[config.mk]
export PLATFORM = sky130hd
export DESIGN_NAME = regfile_wb_arbiter
export DESIGN_NICKNAME = d
export VERILOG_FILES = /design/src/rtl/regfile_wb_arbiter.sv
export SDC_FILE = /design/constraint.sdc
export NUM_CORES = 1
export LEC_CHECK = 0
export CAP_MARGIN = 15
export CORE_AREA = 5 5 67 99
export DETAILED_ROUTE_END_ITERATION = 8
export DIE_AREA = 0 0 72 104
export PLACE_DENSITY = 0.81
export REMOVE_ABC_BUFFERS = 1
export SYNTH_ARGS = -nofsm -noshare
export SYNTH_HDL_FRONTEND = slang
export SYNTH_SLANG_ARGS = --single-unit
[constraint.sdc]
create_clock -name clk -period 4.16 [get_ports clk]
set_input_delay 0.624 -clock clk [delete_from_list [all_inputs] [get_ports clk]]
set_output_delay 0.624 -clock clk [all_outputs]
set_load 0.005 [all_outputs]
[src/rtl/regfile_wb_arbiter.sv]
// Two-requester register-file write-back arbiter with round-robin priority and x0 suppression.
// Optional busy-bit scoreboard compiled in with `define REGFILE_WB_SCOREBOARD_EN.
module regfile_wb_arbiter #(
  parameter int DATAWIDTH = 32
) (
  input  logic                 clk,
  input  logic                 rst,
  input  logic                 a_valid,
  output logic                 a_ready,
  input  logic [4:0]           a_rd,
  input  logic [DATAWIDTH-1:0] a_data,
  input  logic                 b_valid,
  output logic                 b_ready,
  input  logic [4:0]           b_rd,
  input  logic [DATAWIDTH-1:0] b_data,
  output logic                 wr_en,
  output logic [4:0]           wr_addr,
  output logic [DATAWIDTH-1:0] wr_data,
  output logic                 grant_b
`ifdef REGFILE_WB_SCOREBOARD_EN
  ,
  input  logic                 rsv_en,
  input  logic [4:0]           rsv_rd,
  output logic [31:0]          busy
`endif
);

  typedef struct packed {
    logic [4:0]           rd;
    logic [DATAWIDTH-1:0] data;
  } wbReq_t;

  logic   prio;      // 0 favours A, 1 favours B
  logic   xferA, xferB, xfer;
  wbReq_t selReq;

  // Readies depend only on valids, priority and reset; data/rd never gate the handshake.
  always_comb begin
    a_ready = !rst && a_valid && (!b_valid || !prio);
    b_ready = !rst && b_valid && (!a_valid ||  prio);
  end

  always_comb begin
    xferA  = a_valid && a_ready;
    xferB  = b_valid && b_ready;
    xfer   = xferA || xferB;
    selReq = xferB ? wbReq_t'{rd: b_rd, data: b_data}
                   : wbReq_t'{rd: a_rd, data: a_data};
  end

  always_ff @(posedge clk) begin
    if (rst) begin
      wr_en   <= 1'b0;
      wr_addr <= '0;
      wr_data <= '0;
      prio    <= 1'b0;
      grant_b <= 1'b0;
    end else begin
      // x0 writes complete the handshake but never reach the register file.
      wr_en <= xfer && (selReq.rd != 5'd0);
      if (xfer && (selReq.rd != 5'd0)) begin
        wr_addr <= selReq.rd;
        wr_data <= selReq.data;
      end
      if (xfer) begin
        prio    <= xferA;
        grant_b <= xferB;
      end
    end
  end

`ifdef REGFILE_WB_SCOREBOARD_EN
  // A reservation on the same edge as a retiring write to that register wins.
  always_ff @(posedge clk) begin
    if (rst) begin
      busy <= '0;
    end else begin
      for (int i = 1; i < 32; i++) begin
        if (rsv_en && (rsv_rd == i[4:0]))
          busy[i] <= 1'b1;
        else if (xfer && (selReq.rd == i[4:0]))
          busy[i] <= 1'b0;
      end
      busy[0] <= 1'b0;
    end
  end
`endif

endmodule

==> metrics.cfg, run 1 <==
[status]
outcome=complete, no violations

[cells_and_area]
design_area_um2=3660
seqCellArea_um2=801
num_antenna_cells=0
drive_above_1_share_pct=12.6
syn_to_final_growth_pct=53.0
fin_nets=451
multi_input_area_um2=1410
fillers=521

[timing]
period_share_pct=75.3
max_freq_mhz=319
slew_headroom_pct=52.6
period_needed_ps=3130
fin_worst_skew_ps=6.91
setup_viol=0
drv_slew=0
tightest_slew_ps=711
setup_tns_ps=0
hold_violations=0
rsz0062_at_grt=false

[grt]
grt-ovfl-total=0
grt_first_pass_wirelength_um=11400
grt_pass1_vias=2374
grt_use_total_pct=18.7
grt_max_degree=76
antenna_found_initial=0

[worst_setup_path]
cp_top_family=buffers and inverters
cpMostUsedCell=clkdlybuf4s50_1
crit_type=primary input to primary output
slowest_stage=clkdlybuf4s50_1
endpoint_kind=primary output
path_cells=clkdlybuf4s50_1 > or2b_1 > buf_4 > nor2_1 > clkdlybuf4s50_1
start_kind=primary input
worstPathMaxFanout=21
critPathRequiredTime_ps=3540
cpPeakStageDelay_ps=550
cp.buffers_inverters=3
cp_data_arrival_time_ps=2510

[placed_design]
io_buffers=118
routabilityCongestion=0.874
dp.final_hpwl_um=5100
placed_area_um2=3530

[drt]
viasPerCell=5.22
wirelength_um=6950
ant_nets=0
vias=2326
drc=0
wire_per_inst_um=15.6
drt_first_pass_iters=4
drt_iter0_drc=143

[die]
die_w_um=72
start_util_pct=41.9
dieArea_um2=7490
design.core.area_um2=5700
ioPinCount=119
die_h_um=104
core.rowCount=34

[min_path]
hold_path.class=flop to flop

[synthesis]
syn_area_per_cell_um2=8.85
synth_edf_count=0
synth_seq_area_share_pct=33.5
syn_inst=270
yosysWarnings=0
synth_ff_type=dfxtp_1
syn_area_um2=2390
synth_cell_types=29
async_flop_share_pct=0
ys_seq_elements=40

[clock_tree]
cts_buffers=5
cts.path.max_buffers=2
cts.sinks=40
insertion_delay_ps=290
cts_resized=0
cts_hold_buf=0
ctsHtreeMaxLevel=2
post_cts_buffers=0
clockRootBuffer=clkbuf_8
cts.clk_slew.worst_paths_ps=70
cts_tree=built

[pwr]
vdd_drop_max_mv=0.181
p_leak_nw=1.40
powerDensity_nw_per_um2=297
power.total_mw=1.09

[run]
cap_violations=0

==> flip-flops by register name, indices dropped and copies added (netlist names) <==
name and flops:
wr_en 1, wr_addr 5, prio 1, wr_data 32, grant_b 1
==> path summary, 6_finish.rpt <==
check                   from          end  slack (ps)  cells after the start
setup / recovery     b_valid      b_ready        1030                      5
hold / removal    wr_addr[1]   wr_addr[1]         480                      1
setup reg to reg        prio  wr_data[20]        1890                      5
hold reg to reg   wr_addr[1]   wr_addr[1]         480                      1
==> metrics by stage <==
| stage | hold slack [ps] | utilization (%) | setup slack, ps | instances |
|---|---|---|---|---|
| floorplan | 458 | - | 678 | 242 |
| global placement | 458 | 61.9 | 1020 | 438 |
| detailed placement | 467 | 61.9 | 1030 | 438 |
| CTS | 485 | 64.2 | 1030 | 446 |
| global route | 495 | 64.2 | 899 | 446 |
| finish | 484 | 64.2 | 1030 | 446 |
==> layout by cell type, fill, tap and decap left out, types with 6 or more instances in the layout <==
cell type        synthesis  layout
clkdlybuf4s50_1          0     117
dfxtp_1                 40      40
a21oi_1                 39      39
o21ai_0                 37      37
nand3_1                 36      36
nor2b_1                 35      35
mux2_4                  28      28
mux2_1                   7       7
clkbuf_8                 0       7
buf_4                    0       6
==> synthesized netlist by cell type, types with 2 or more instances <==
cell type | n | area (µm²)
a21oi_1 | 39 | 195
o21ai_0 | 37 | 185
buf_1 | 2 | 7.51
mux2_4 | 28 | 420
nand3_1 | 36 | 180
buf_12 | 3 | 60.1
buf_2 | 2 | 10.0
dfxtp_1 | 40 | 801
and2b_1 | 2 | 15.0
nor2b_1 | 35 | 219
or4_1 | 2 | 15.0
nand2b_1 | 2 | 12.5
mux2_1 | 7 | 78.8
clkbuf_1 | 19 | 71.3
buf_6 | 2 | 22.5
==> power by group <==
part	internal (mW)	leakage [nW]	switching [mW]
logic	0.194	1.01	0.113
clock network	0.212	0.0645	0.135
registers	0.416	0.330	0.0170
==> area by class of cell <==
cell class / instances / share of cell area, %
inverter: 2 / 0.205
clock buffer: 7 / 2.63
tap: 72 / 2.46
sequential: 40 / 21.9
multi-input combinational: 200 / 38.6
timing repair buffer: 124 / 33.4
clock inverter: 1 / 0.821
==> cell families (layout without fill, tap and decap cells) <==
family,count (synthesis),in the layout,synth area share (%)
flops,40,40,33.5
buf+inv,30,134,7.49
mux,35,35,20.9
simple gates,83,83,20.1
compound gates,82,82,18.1
==> layer usage <==
metal / global-route usage (%) / vias to the layer above / wire length (µm)
li1: - / 1158 / -
met1: 20.7 / 1080 / 2570
met2: 32.8 / 74 / 3670
met3: 5.03 / 14 / 481
met4: 7.66 / 0 / 219
met5: 0 / - / 0
Note: power is estimated with default switching activity, not from simulation.
==> inputs of run 2 (changes only) <==
--- a/config.mk
+++ b/config.mk
@@ -6,10 +6,10 @@
 export NUM_CORES = 1
 export LEC_CHECK = 0
 export CAP_MARGIN = 15
-export CORE_AREA = 5 5 67 99
+export CORE_AREA = 5 5 72 107
 export DETAILED_ROUTE_END_ITERATION = 8
-export DIE_AREA = 0 0 72 104
-export PLACE_DENSITY = 0.81
+export DIE_AREA = 0 0 77 112
+export PLACE_DENSITY = 0.73
 export REMOVE_ABC_BUFFERS = 1
 export SYNTH_ARGS = -nofsm -noshare
 export SYNTH_HDL_FRONTEND = slang
==> constraint.sdc (replaced) <==
create_clock -name clk -period 2.8 [get_ports clk]
set_input_delay 0.42 -clock clk [delete_from_list [all_inputs] [get_ports clk]]
set_output_delay 0.42 -clock clk [all_outputs]
set_load 0.005 [all_outputs]
==> run 2 against run 1 <==
  * Register-to-register slack lost 780 ps
  * Clock skew decreased by 4.8 ps
  * Die area increased by 15%
  * Setup slack worse by 600 ps
  * Critical path depth down 1
  * Global-route usage is 2.8 points lower
  * Clock-buffer cell count shrank 1
  * Largest cell class unchanged
==> metrics.cfg, run 2 (same netlist as run 1, synthesis figures left out) <==
[grt]
grt-ovfl-total=0
grt_max_degree=42
antenna_found_initial=0
grt_pass1_vias=2288
grt_first_pass_wirelength_um=11400
grt_use_total_pct=15.9

[placed_design]
io_buffers=118
placed_area_um2=3600
routabilityCongestion=0.791
dp.final_hpwl_um=5340
place_ws_ps=365

[cells_and_area]
seqCellArea_um2=801
drive_above_1_share_pct=13.5
regMostFlops=wr_data
fillers=657
multi_input_area_um2=1410
top_regs=wr_data x32, wr_addr x5
syn_to_final_growth_pct=55.2
layout_commonest_cell=clkdlybuf4s50_1
final_cell_mix=117 x clkdlybuf4s50_1, 40 x dfxtp_1, 39 x a21oi_1
num_antenna_cells=0
design_area_um2=3710
fin_nets=456
largest_reg_flops=32

[timing]
period_needed_ps=2370
fin_worst_skew_ps=2.14
tightest_slew_ps=397
period_share_pct=84.7
hold_violations=0
slew_headroom_pct=73.5
drv_slew=0
setup_ws_ps=429
rsz0062_at_grt=false
max_freq_mhz=422
setup_viol=0

[pwr]
vdd_drop_max_mv=0.229
powerDensity_nw_per_um2=424
p_leak_nw=1.43

[run]
cap_violations=0

[worst_setup_path]
start_kind=primary input
endpoint_kind=primary output
crit_type=primary input to primary output
worstPathMaxFanout=7
r2r_end=wr_data[23]
crit_start=b_valid
ff2ff_path_depth=5
crit_path_end=b_ready
cpPeakStageDelay_ps=570
regToRegStartpoint=prio
cp_data_arrival_time_ps=1950
slowest_stage=clkdlybuf4s50_1
cpMostUsedCell=clkdlybuf4s50_1
critPathRequiredTime_ps=2380
regToRegSetupSlack_ps=1110
path_cells=clkdlybuf4s50_1 > or2b_1 > nor2_1 > clkdlybuf4s50_1

[die]
design.core.area_um2=6710
dieArea_um2=8620
start_util_pct=35.6
die_h_um=112
core.rowCount=37
die_w_um=77
ioPinCount=119

[clock_tree]
post_cts_buffers=0
cts.clk_slew.worst_paths_ps=70
cts_tree=built
clockRootBuffer=clkbuf_8
cts_buffers=5
cts.sinks=40
cts.path.max_buffers=2
cts_resized=0
insertion_delay_ps=280
ctsHtreeMaxLevel=2
cts_hold_buf=0

[status]
outcome=complete, no violations

[drt]
ant_nets=0
wirelength_um=7090
wire_per_inst_um=15.5
drt_iter0_drc=151
viasPerCell=5.11
drt_first_pass_iters=6
drc=0
vias=2336

[min_path]
holdCritStartpoint=prio
hold_path.class=flop to flop

run 2: worst min path at each step:
stage	slack, ps	cells after the start	endpoint
4_1_cts	500	2	wr_addr[4]
6_report	500	2	prio
2_1_floorplan	460	2	wr_addr[4]
5_1_grt	530	1	wr_addr[1]
3_5_place_dp	480	2	wr_addr[4]
3_3_place_gp	460	2	wr_addr[4]
run 2: layer usage:
| metal | track usage (%) | wire length, µm | vias to the layer above |
|---|---|---|---|
| li1 | - | - | 1164 |
| met1 | 18.0 | 2790 | 1086 |
| met2 | 28.8 | 3790 | 80 |
| met3 | 3.16 | 362 | 6 |
| met4 | 5.85 | 140 | 0 |
| met5 | 0 | 0 | - |
run 2: metrics by stage:
stage / power (mW) / TNS (ps) / utilization (%) / hold slack [ps] / cells
after CTS: 1.60 / 0 / 55.2 / 498 / 457
after floorplan: 0.848 / -16150 / - / 458 / 242
after global routing: 1.66 / 0 / 55.2 / 528 / 457
final: 1.57 / 0 / 55.2 / 495 / 457
after global placement: 1.13 / 0 / 53.6 / 461 / 449
after detailed placement: 1.13 / 0 / 53.6 / 484 / 449
run 2: area by class of cell:
cell class	instances	share of cell area [%]
Clock buffer	6	1.96
Clock inverter	2	0.945
Inverter	2	0.202
Multi-Input combinational cell	200	38.1
Sequential cell	40	21.6
Tap cell	78	2.63
Timing Repair Buffer	129	34.6
run 2: worst max-delay path: cells and delay by family:
| kind | cells | cell delay, ps |
|---|---|---|
| buf+inv | 2 | 1110 |
| simple gates | 2 | 410 |
run 2: power by group:
part / leakage, nW / switching (mW) / total, mW / internal (mW)
registers: 0.330 / 0.0228 / 0.641 / 0.618
logic: 1.04 / 0.175 / 0.476 / 0.301
clock network: 0.0552 / 0.193 / 0.457 / 0.265
==> inputs of run 3 (changes only) <==
--- a/config.mk
+++ b/config.mk
@@ -6,10 +6,10 @@
 export NUM_CORES = 1
 export LEC_CHECK = 0
 export CAP_MARGIN = 15
-export CORE_AREA = 5 5 72 107
+export CORE_AREA = 5 5 69 102
 export DETAILED_ROUTE_END_ITERATION = 8
-export DIE_AREA = 0 0 77 112
-export PLACE_DENSITY = 0.73
+export DIE_AREA = 0 0 74 107
+export PLACE_DENSITY = 0.76
 export REMOVE_ABC_BUFFERS = 1
 export SYNTH_ARGS = -nofsm -noshare
 export SYNTH_HDL_FRONTEND = slang
==> constraint.sdc (replaced) <==
create_clock -name clk -period 2.4 [get_ports clk]
set_input_delay 0.36 -clock clk [delete_from_list [all_inputs] [get_ports clk]]
set_output_delay 0.36 -clock clk [all_outputs]
set_load 0.005 [all_outputs]
==> run 3 against run 2 <==
  * Die area fell by 8.2%
  * Cell count is 0.66% lower
  * Critical path depth stayed put
  * First-iteration DRC count up 15%
  * Via count rose by 1.3%
  * Global-route usage rose by 2.4 points
  * Largest power group unchanged
==> metrics.cfg, run 3 (same netlist as run 1, synthesis figures left out) <==
[die]
die_h_um=107
ioPinCount=119
die_w_um=74
design.core.area_um2=6090
dieArea_um2=7920
start_util_pct=39.3
core.rowCount=35

[pwr]
vdd_drop_max_mv=0.283
power.total_mw=1.90
powerDensity_nw_per_um2=509
p_leak_nw=1.44

[clock_tree]
cts_hold_buf=0
post_cts_buffers=0
cts_resized=0
cts.path.max_buffers=2
ctsHtreeMaxLevel=2
clockRootBuffer=clkbuf_8
cts.sinks=40
cts_buffers=5
cts.clk_slew.worst_paths_ps=70
insertion_delay_ps=280
cts_tree=built

[timing]
tightest_slew_ps=473
setup_ws_ps=179
period_share_pct=92.5
setup_viol=0
hold_violations=0
slew_headroom_pct=68.4
rsz0062_at_grt=false
hold_ws_ps=389
period_needed_ps=2220
max_freq_mhz=450
fin_worst_skew_ps=2.42
drv_slew=0

[worst_setup_path]
slowest_stage=clkdlybuf4s50_1
cp.buffers_inverters=2
cpMostUsedCell=clkdlybuf4s50_1
endpoint_kind=primary output
path_cells=clkdlybuf4s50_1 > or2b_1 > nor2_1 > clkdlybuf4s50_1
start_kind=primary input
cpPeakStageDelay_ps=530
critPathRequiredTime_ps=2040
regToRegStartpoint=prio
cp_top_family=buffers and inverters
crit_start=b_valid
crit_type=primary input to primary output
worstPathMaxFanout=4
cp_data_arrival_time_ps=1860

[run]
cap_violations=0

[cells_and_area]
regMostFlops=wr_data
fillers=561
stdcell_count=454
design_area_um2=3730
layout_commonest_cell=clkdlybuf4s50_1
largest_reg_flops=32
final_cell_mix=117 x clkdlybuf4s50_1, 40 x dfxtp_1, 39 x a21oi_1
syn_to_final_growth_pct=56.1
drive_above_1_share_pct=13.9
num_antenna_cells=0
top_regs=wr_data x32, wr_addr x5
fin_nets=457
multi_input_area_um2=1410
seqCellArea_um2=801

[grt]
antenna_found_initial=0
grt_pass1_vias=2277
grt_use_total_pct=18.3
grt-ovfl-total=0
grt_max_degree=49
grt_first_pass_wirelength_um=11300

[drt]
wl_met3_um=366
vias=2367
drt-met1-wl_um=2740
ant_nets=0
drt_iter0_drc=174
highest_layer=met4
drt_first_pass_iters=4
wl_met2_um=4050
wirelength_um=7350
viasPerCell=5.21
wire_per_inst_um=16.2
drc=0

[placed_design]
placed_area_um2=3600
dp.final_hpwl_um=5420
io_buffers=118
routabilityCongestion=0.738
post-place-cells=446
place_ws_ps=-1.69

[min_path]
holdCritStartpoint=rst
hold_path.class=primary input to flop

[status]
outcome=complete, no violations

[run 3: power breakdown]
| part | switching (mW) | total, mW | internal [mW] |
|---|---|---|---|
| Clock | 0.225 | 0.592 | 0.367 |
| Sequential | 0.0286 | 0.750 | 0.721 |
| Combinational | 0.206 | 0.558 | 0.352 |
| Total | 0.460 | 1.90 | 1.44 |
[run 3: worst register-to-register path, stage by stage, from the launching register on]
cell and delay (ps):
dfxtp_1 330, nand2b_1 210, a32oi_1 260, o32a_2 270, buf_12 210, mux2_4 320
[run 3: stage by stage]
| stage | TNS [ps] | utilization (%) |
|---|---|---|
| 4_1_cts | 0 | 61.3 |
| 5_1_grt | 0 | 61.3 |
| 2_1_floorplan | -30070 | - |
| 3_5_place_dp | -1.69 | 59.2 |
| 3_3_place_gp | 0 | 59.2 |
| 6_report | 0 | 61.3 |
[run 3: layout make-up]
cell class	instances	area share (%)
Multi-Input combinational cell	200	37.8
Timing Repair Buffer	130	34.6
Sequential cell	40	21.5
Clock buffer	7	2.58
Tap cell	74	2.48
Clock inverter	1	0.805
Inverter	2	0.201
[run 3: final timing paths]
path	end	slack, ps	cells after the start
hold reg to reg	wr_addr[4]	490	2
hold / removal	grant_b	390	2
setup / recovery	b_ready	180	4
setup reg to reg	wr_data[14]	700	5
[run 3: layer usage]
metal / global-route usage [%] / vias up
li1: - / 1172
met4: 8.29 / 0
met5: 0 / -
met3: 2.53 / 12
met1: 20.1 / 1101
met2: 33.4 / 82
